--- src/rtl/target_collision_ctrl_if.sv ---
// Bus between the snake-head tracker, the target generator and the
// collision controller. STATE_DBG carries the controller's FSM state.
//
// Handshake: HEAD_STROBE is a valid-only strobe with no ready. A head
// position is consumed only on a cycle where HEAD_STROBE=1 and the
// controller is in ARMED. Strobes seen while BUSY=1 are dropped, not
// queued. TARGET_REACHED is a one-cycle request to the generator. The
// generator must present its new address on TARGET_ADDR_* by the second
// cycle after the pulse.
interface target_collision_ctrl_if;
  logic        HEAD_STROBE;
  logic [7:0]  HEAD_ADDR_H;
  logic [6:0]  HEAD_ADDR_V;
  logic [7:0]  TARGET_ADDR_H;
  logic [6:0]  TARGET_ADDR_V;
  logic        TARGET_REACHED;
  logic        GROW;
  logic [15:0] SCORE;
  logic        BUSY;
  logic [1:0]  STATE_DBG;

  modport slave (
    input  HEAD_STROBE, HEAD_ADDR_H, HEAD_ADDR_V, TARGET_ADDR_H, TARGET_ADDR_V,
    output TARGET_REACHED, GROW, SCORE, BUSY, STATE_DBG
  );

  modport master (
    output HEAD_STROBE, HEAD_ADDR_H, HEAD_ADDR_V, TARGET_ADDR_H, TARGET_ADDR_V,
    input  TARGET_REACHED, GROW, SCORE, BUSY, STATE_DBG
  );
endinterface

--- src/rtl/target_collision_ctrl.sv ---
// Snake head / target collision controller. It detects a hit and asks the
// generator for a new target. It re-rolls the target when the new one lands
// on the head, up to MAX_REROLL times. It keeps a saturating 4-digit BCD
// score.
module target_collision_ctrl #(
  parameter int MAX_REROLL = 4
) (
  input logic                    CLK,
  input logic                    RESET,
  target_collision_ctrl_if.slave bus
);

  localparam logic [1:0] ST_ARMED  = 2'd0;
  localparam logic [1:0] ST_SETTLE = 2'd1;
  localparam logic [1:0] ST_CHECK  = 2'd2;

  localparam logic [3:0] MAX_CNT = 4'(MAX_REROLL);

  logic [1:0]  state;
  logic [3:0]  reroll_cnt;
  logic [7:0]  lat_h;
  logic [6:0]  lat_v;
  logic        tr_q;
  logic        grow_q;
  logic [15:0] score_q;
  logic [15:0] score_inc;
  logic        carry;
  logic [3:0]  dig;
  logic        hit;
  logic        on_head;

  // A hit is only recognised while armed; otherwise the strobe is dropped.
  assign hit = (state == ST_ARMED) && bus.HEAD_STROBE &&
               (bus.HEAD_ADDR_H == bus.TARGET_ADDR_H) &&
               (bus.HEAD_ADDR_V == bus.TARGET_ADDR_V);

  // The freshly generated target landed on the head that was just eaten.
  assign on_head = (bus.TARGET_ADDR_H == lat_h) && (bus.TARGET_ADDR_V == lat_v);

  // Decimal ripple increment of the score; it holds at 9999.
  always_comb begin
    score_inc = score_q;
    carry     = 1'b1;
    dig       = 4'd0;
    if (score_q != 16'h9999) begin
      for (int i = 0; i < 4; i++) begin
        dig = score_q[i*4 +: 4];
        if (carry) begin
          if (dig == 4'd9) begin
            score_inc[i*4 +: 4] = 4'd0;
            carry               = 1'b1;
          end else begin
            score_inc[i*4 +: 4] = dig + 4'd1;
            carry               = 1'b0;
          end
        end
      end
    end
  end

  // Control FSM, output pulses, re-roll counter, latched head and score.
  always_ff @(posedge CLK) begin
    if (RESET) begin
      state      <= ST_ARMED;
      reroll_cnt <= 4'd0;
      lat_h      <= 8'd0;
      lat_v      <= 7'd0;
      tr_q       <= 1'b0;
      grow_q     <= 1'b0;
      score_q    <= 16'h0000;
    end else begin
      case (state)
        ST_ARMED: begin
          tr_q   <= 1'b0;
          grow_q <= 1'b0;
          if (hit) begin
            lat_h      <= bus.HEAD_ADDR_H;
            lat_v      <= bus.HEAD_ADDR_V;
            reroll_cnt <= 4'd0;
            tr_q       <= 1'b1;
            grow_q     <= 1'b1;
            score_q    <= score_inc;
            state      <= ST_SETTLE;
          end
        end
        // One-cycle wait so the generator's new address is valid in CHECK.
        ST_SETTLE: begin
          tr_q   <= 1'b0;
          grow_q <= 1'b0;
          state  <= ST_CHECK;
        end
        ST_CHECK: begin
          grow_q <= 1'b0;
          if (on_head && (reroll_cnt < MAX_CNT)) begin
            reroll_cnt <= reroll_cnt + 4'd1;
            tr_q       <= 1'b1;
            state      <= ST_SETTLE;
          end else begin
            tr_q  <= 1'b0;
            state <= ST_ARMED;
          end
        end
        default: begin
          tr_q   <= 1'b0;
          grow_q <= 1'b0;
          state  <= ST_ARMED;
        end
      endcase
    end
  end

  assign bus.TARGET_REACHED = tr_q;
  assign bus.GROW           = grow_q;
  assign bus.SCORE          = score_q;
  assign bus.BUSY           = (state != ST_ARMED);
  assign bus.STATE_DBG      = state;

endmodule

--- src/flat_wrapper.sv ---
// flat-port wrapper written by rule: the top's interface ports become plain ports
module target_collision_ctrl_flat 
#(
  parameter int MAX_REROLL = 4
)
  (CLK, RESET, bus_HEAD_STROBE, bus_HEAD_ADDR_H, bus_HEAD_ADDR_V, bus_TARGET_ADDR_H, bus_TARGET_ADDR_V, bus_TARGET_REACHED, bus_GROW, bus_SCORE, bus_BUSY, bus_STATE_DBG);
  target_collision_ctrl_if bus_i ();
  input logic CLK;
  input logic RESET;
  input wire logic [$bits(bus_i.HEAD_STROBE)-1:0] bus_HEAD_STROBE;
  input wire logic [$bits(bus_i.HEAD_ADDR_H)-1:0] bus_HEAD_ADDR_H;
  input wire logic [$bits(bus_i.HEAD_ADDR_V)-1:0] bus_HEAD_ADDR_V;
  input wire logic [$bits(bus_i.TARGET_ADDR_H)-1:0] bus_TARGET_ADDR_H;
  input wire logic [$bits(bus_i.TARGET_ADDR_V)-1:0] bus_TARGET_ADDR_V;
  output wire logic [$bits(bus_i.TARGET_REACHED)-1:0] bus_TARGET_REACHED;
  output wire logic [$bits(bus_i.GROW)-1:0] bus_GROW;
  output wire logic [$bits(bus_i.SCORE)-1:0] bus_SCORE;
  output wire logic [$bits(bus_i.BUSY)-1:0] bus_BUSY;
  output wire logic [$bits(bus_i.STATE_DBG)-1:0] bus_STATE_DBG;
  assign bus_i.HEAD_STROBE = bus_HEAD_STROBE;
  assign bus_i.HEAD_ADDR_H = bus_HEAD_ADDR_H;
  assign bus_i.HEAD_ADDR_V = bus_HEAD_ADDR_V;
  assign bus_i.TARGET_ADDR_H = bus_TARGET_ADDR_H;
  assign bus_i.TARGET_ADDR_V = bus_TARGET_ADDR_V;
  assign bus_TARGET_REACHED = bus_i.TARGET_REACHED;
  assign bus_GROW = bus_i.GROW;
  assign bus_SCORE = bus_i.SCORE;
  assign bus_BUSY = bus_i.BUSY;
  assign bus_STATE_DBG = bus_i.STATE_DBG;
  target_collision_ctrl #(.MAX_REROLL(MAX_REROLL)) u_core (.CLK(CLK), .RESET(RESET), .bus(bus_i));
endmodule
--- config.mk ---
export PLATFORM = sky130hd
export DESIGN_NAME = target_collision_ctrl_flat
export DESIGN_NICKNAME = d
export VERILOG_FILES = /design/src/rtl/target_collision_ctrl_if.sv /design/src/rtl/target_collision_ctrl.sv /design/src/flat_wrapper.sv
export SDC_FILE = /design/constraint.sdc
export NUM_CORES = 1
export LEC_CHECK = 0
export ABC_AREA = 1
export BUFFER_PORTS_ARGS = -buffer_cell sky130_fd_sc_hd__buf_2
export CORE_UTILIZATION = 40
export CTS_BUF_LIST = sky130_fd_sc_hd__clkbuf_4
export DETAILED_ROUTE_END_ITERATION = 7
export SLEW_MARGIN = 20
export SYNTH_ARGS = -nofsm -noshare
export SYNTH_HDL_FRONTEND = slang
export SYNTH_SLANG_ARGS = --single-unit
--- constraint.sdc ---
create_clock -name CLK -period 1.46 [get_ports CLK]
set_input_delay 0.292 -clock CLK [delete_from_list [all_inputs] [get_ports CLK]]
set_output_delay 0.292 -clock CLK [all_outputs]
set_load 0.05 [all_outputs]
Yosys cells after proc, flatten, opt, wreduce, memory -nomap -nowiden
Cells that the tools add are included.

word-level totals
  flip-flop bits (word level) = 39
  bits in latches = 0
  memory bits (writable) = 0
  memory bits (read-only) = 0
  input bits = 33
  output and inout bits = 21
  memories = 0

operators by class
  add/subtract/negate cells = 5
  $mul = 0
  div/mod/pow operators = 0
  order comparisons = 1
  equal/unequal tests = 13
  shifts and indexed selects = 0
  muxes and demuxes = 21
  bitwise gates (word level) = 1
  reductions and logical operators = 15

operators with widths
  kind                                                         count
  2-to-1 mux 4 bit                                             6
  adder 4 x 1 -> 4 bit (second input constant)                 5
  == test 4 bit (second input constant)                        4
  == test 8 bit                                                2
  != test 16 bit (second input constant)                       1
  == test 7 bit                                                2
  AND reduction 4 bit                                          3
  2-to-1 mux 1 bit                                             11
  one-hot mux 4 bit (2 select lines)                           1
  one-hot mux 2 bit (3 select lines)                           1
  AND reduction 3 bit                                          2
  logical AND 1 bit                                            5
  less-than comparator 4 x 3 -> 1 bit (second input constant)  1
  != test 2 x 1 -> 1 bit (second input constant)               2
  nonzero test 2 bit                                           2
  == test 2 x 1 -> 1 bit (second input constant)               1
  == test 2 bit (second input constant)                        1
  logical NOT 2 bit                                            1
  2-to-1 mux 2 bit                                             1
  one-hot mux 1 bit (2 select lines)                           1
  AND reduction 2 bit                                          1
  OR reduction 2 bit                                           1
  NOT 1 bit                                                    1

Logic depth before layout (Yosys ltp)
  depth in word-level cells = 8
  depth in mapped cells = 13
  mapped depth without buffers = 12

Worst setup path before layout
Ideal clock, no wire load.

  path kind = flip-flop to flip-flop
  start point = reg u_core.score_q[12] (netlist: u_core.bus.SCORE[12])
  end point = reg u_core.score_q[5] (netlist: u_core.bus.SCORE[5])
  data arrival time = 1.696 ns
  required time = 1.390 ns
  path slack = -0.307 ns
  cell stages (with the launch flop) = 11
  cells stage by stage = dfxtp_1 inv_1 nor2_1 nand3_1 nor2_4 nand3_2 clkinv_1 nor2_4 nand2_2 nand2_1 a21oi_1

on the way
  longest elaborated chain between the ends = 2

RTL lines
  what                           RTL line                     source
  from (decl)                    target_collision_ctrl.sv:25  logic [15:0] score_q;
  from (signal assigned)         target_collision_ctrl.sv:82  score_q <= score_inc;
  != test 16 bit                 target_collision_ctrl.sv:45  if (score_q != 16'h9999) begin
  AND reduction 4 bit (no line)  -

No other way between the ends.
A chain may end at the register's enable or synchronous reset.

Final worst setup path
  start point = reg u_core.score_q[3] (netlist: u_core.bus.SCORE[3])
  end point = reg u_core.score_q[4] (netlist: u_core.bus.SCORE[4])

on the way
  longest elaborated chain between the ends = 4
  elaborated cells on any way between the ends = 5

RTL lines
  what                             RTL line                     source
  == test 4 bit                    target_collision_ctrl.sv:49  if (dig == 4'd9) begin
  2-to-1 mux 1 bit                 target_collision_ctrl.sv:49
  2-to-1 mux 1 bit                 target_collision_ctrl.sv:45
  AND reduction 4 bit (no line) *  -

Mark *: on every way between the ends. The rest lies on a longest branch, timed or not. The select of a mux whose other input is x is not followed.

==> impl_metrics.toml <==
[synthesis]
synth_xor_area_share_pct = 5.77
synth_top_flop_cell = "dfxtp_1"
synth-simple-area-share_pct = 39.0
muxShareOfSynthArea_pct = 0
synth_cells = 422
synth_warnings = 0
synth_top_family_by_area = "simple AND/OR/NAND/NOR gates"
synth_seq_cells = 39
synth_area_leaders = "dfxtp_1 30%, nand2_1 17%, inv_1 9.7%, nor2_1 8.7%, a21oi_1 5.6%"
synth_top_area_share_pct = 30.2
syn-cell-area_sq_mm = 0.00258
synth_cell_type_count = 30
seq_area_frac_synth_pct = 30.2
synthAdderAreaFrac_pct = 0.484
yosysTopAreaCell = "dfxtp_1"
synth-edff-count = 0
syn_nets = 456
synthArstFlopShare_pct = 0
synth_compound_area_share_pct = 11.3
syn_avg_cell_area_sq_um = 6.12

[sta]
setup_ws_ns = -0.0871
post-route-period-util_pct = 106
fmaxAchievable_ghz = 0.646
min_period_ns = 1.55
finalHoldViolCount = 0
holdWs_ns = 0.234
rsz0062_at_grt = "yes"
skew_ns = 0.00603
final-setup-viol-count = 9
max_slew_margin_pct = 76.9
slew_viol_final = 0
worst_pin_slew_ns = 0.346

[clock_network]
clk_pin_slew_ns = 0.12
root_buffer = "clkbuf_4"
clockBufferDepth = 2
cts_tree = "yes"
cts_sinks = 39
htree_num_levels = 2
worstSkewPairLatency_ns = 0.35
cts_buffers = 5

[worst_setup_path]
critical_path.max_fanout = 5
crit_required_ns = 1.74
arrival_ns = 1.83
critPathKind = "flop to flop"
endpoint_kind = "flop"
start_kind = "flop"

[power_and_ir_drop]
switching_share_pct = 28.7
seq_power_share_pct = 52.8
p_clk_share_pct = 29.2
p_int_w = 0.00141
power_switching_w = 0.000570
pwr-share-comb_pct = 18.1
p_leak_nw = 1.79
power_density_mw_per_mm2 = 529
vdd_ir_drop_max_mv = 0.388

[drt]
drc_errors = 0
wl_per_cell_microns = 11.7
drtIter0Drc = 116
drt_pass1_iterations = 4
finalWirelength_microns = 7130
viasPerCell = 4.74
ant_nets = 0
vias = 2897

[global_routing]
grt_start_max_net_pins = 23
grt_pass1_vias = 2588
grtUsageTotal_pct = 21.2
grt_pass1_wl_microns = 11000
gr-total-overflow = 0
grt_antenna_before_repair = 0

[layout]
area_delta_synth_final_pct = 45.1
fillers = 592
final_nets = 569
mostFrequentLayoutCell = "nand2_1"
mostFrequentLayoutCells = "100 x nand2_1, 61 x inv_1, 54 x nor2_1, 54 x buf_4, 52 x buf_2"
drive_gt1_share_pct = 39.0
antenna_cells = 0

[floorplanning]
die_w_microns = 82.4
rows = 28
start_util_pct = 42.6
core_area_sq_mm = 0.00606
die_area_sq_mm = 0.00678
die_h_microns = 82.4
ioPinCount = 54

[place]
io_buffer_count = 53
pre_cts_ws_ns = -0.254
dp_hpwl_microns = 5300
place.gp.congestion = 0.846

[status]
status = "complete, but fails checks"
violations = "negative setup slack"

[run]
drv_cap = 0

[worst_hold_path]
min_path_type = "primary input to flop"
## cell type report
cell class	instances	area (sq um)	area share, %
Clock buffer	6	45.0	1.20
Clock inverter	2	12.5	0.334
Inverter	73	289	7.71
Multi-Input combinational cell	302	1700	45.4
Sequential cell	39	826	22.0
Tap cell	75	93.8	2.50
Timing Repair Buffer	114	778	20.8
## path summary, 6_finish.rpt
check                                         start                   to  slack, ns  cells past startpoint
worst min-delay path             bus_HEAD_ADDR_V[5]      u_core.lat_v[5]       0.23                      3
worst min register to register      u_core.lat_v[2]      u_core.lat_v[2]       0.48                      2
worst max register to register  u_core.bus.SCORE[3]  u_core.bus.SCORE[4]      -0.09                      9
worst max-delay path            u_core.bus.SCORE[3]  u_core.bus.SCORE[4]      -0.09                      9
## kinds of logic (layout without fill, tap and decap cells)
kind of cell    after synthesis  in the layout
flops                        39             39
compound gates               57             57
simple gates                227            227
xor+xnor                     17             17
buf+inv                      81            195
fa+ha+maj                     1              1
## cell usage after synthesis (2+ instances only)
| library cell | n |
|---|---|
| nand2_1 | 114 |
| inv_1 | 67 |
| nor2_1 | 60 |
| dfxtp_1 | 39 |
| a21oi_1 | 29 |
| o21ai_0 | 20 |
| nand3_1 | 16 |
| nand4_1 | 14 |
| xnor2_1 | 12 |
| nor3_1 | 6 |
| buf_6 | 5 |
| inv_2 | 5 |
| nor2_4 | 5 |
| xor2_1 | 5 |
| o21ai_1 | 4 |
| and3_1 | 2 |
| clkbuf_1 | 2 |
| nand2_2 | 2 |
| nor2_2 | 2 |
| nor3_2 | 2 |
| o22ai_1 | 2 |
## sequential cells by signal, indices dropped and copies added, names as in the netlist
register / cells
u_core.bus.GROW: 1
u_core.lat_h: 8
u_core.bus.STATE_DBG: 2
u_core.bus.SCORE: 16
u_core.bus.TARGET_REACHED: 1
u_core.lat_v: 7
u_core.reroll_cnt: 4
## per-stage QoR
stage / utilization [%] / cells / TNS, ns / instance area [sq um] / total power, W
6_report: 61.8 / 611 / -0.444 / 3750 / 0.00198
5_1_grt: 61.8 / 611 / -2.71 / 3750 / 0.00209
4_1_cts: 56.7 / 602 / -0.0920 / 3440 / 0.00200
3_5_place_dp: 54.9 / 594 / -5.69 / 3330 / 0.00141
3_3_place_gp: 54.9 / 594 / -5.43 / 3330 / 0.00141
2_1_floorplan: - / 422 / -0.0212 / 2630 / 0.00123
## critical path, cell delays in order, from the launching register on
cell	delay, ns
dfxtp_4	0.36
inv_1	0.08
nor2_2	0.05
and2b_2	0.21
buf_6	0.13
nand3_4	0.11
inv_4	0.05
nor2_4	0.24
nand3_2	0.11
a21oi_2	0.15
## metal layers
metal / track usage, % / vias to the layer above / part of all wire (%)
met5: 0 / - / 0
met4: 4.39 / 0 / 0.91
met3: 3.30 / 7 / 4.0
met2: 36.3 / 48 / 49
met1: 28.0 / 1301 / 46
li1: - / 1541 / -
## power by group through the flow
stage	Combinational [W]	Clock, W	Sequential, W
2_1_floorplan	0.000159	0	0.00107
3_3_place_gp	0.000338	0	0.00107
3_5_place_dp	0.000340	0	0.00107
4_1_cts	0.000345	0.000603	0.00105
5_1_grt	0.000404	0.000640	0.00105
6_report	0.000358	0.000579	0.00105
## timing repair
| action | CTS | global route |
|---|---|---|
| cloned | 0 | 1 |
| setup endpoints to repair | 25 | 38 |
| pin swaps | 4 | 37 |
| buffers inserted | 0 | 8 |
| hold buffers | 0 | 0 |
| gates resized for setup | 13 | 70 |
No activity file was read; power rests on OpenSTA's default activity.
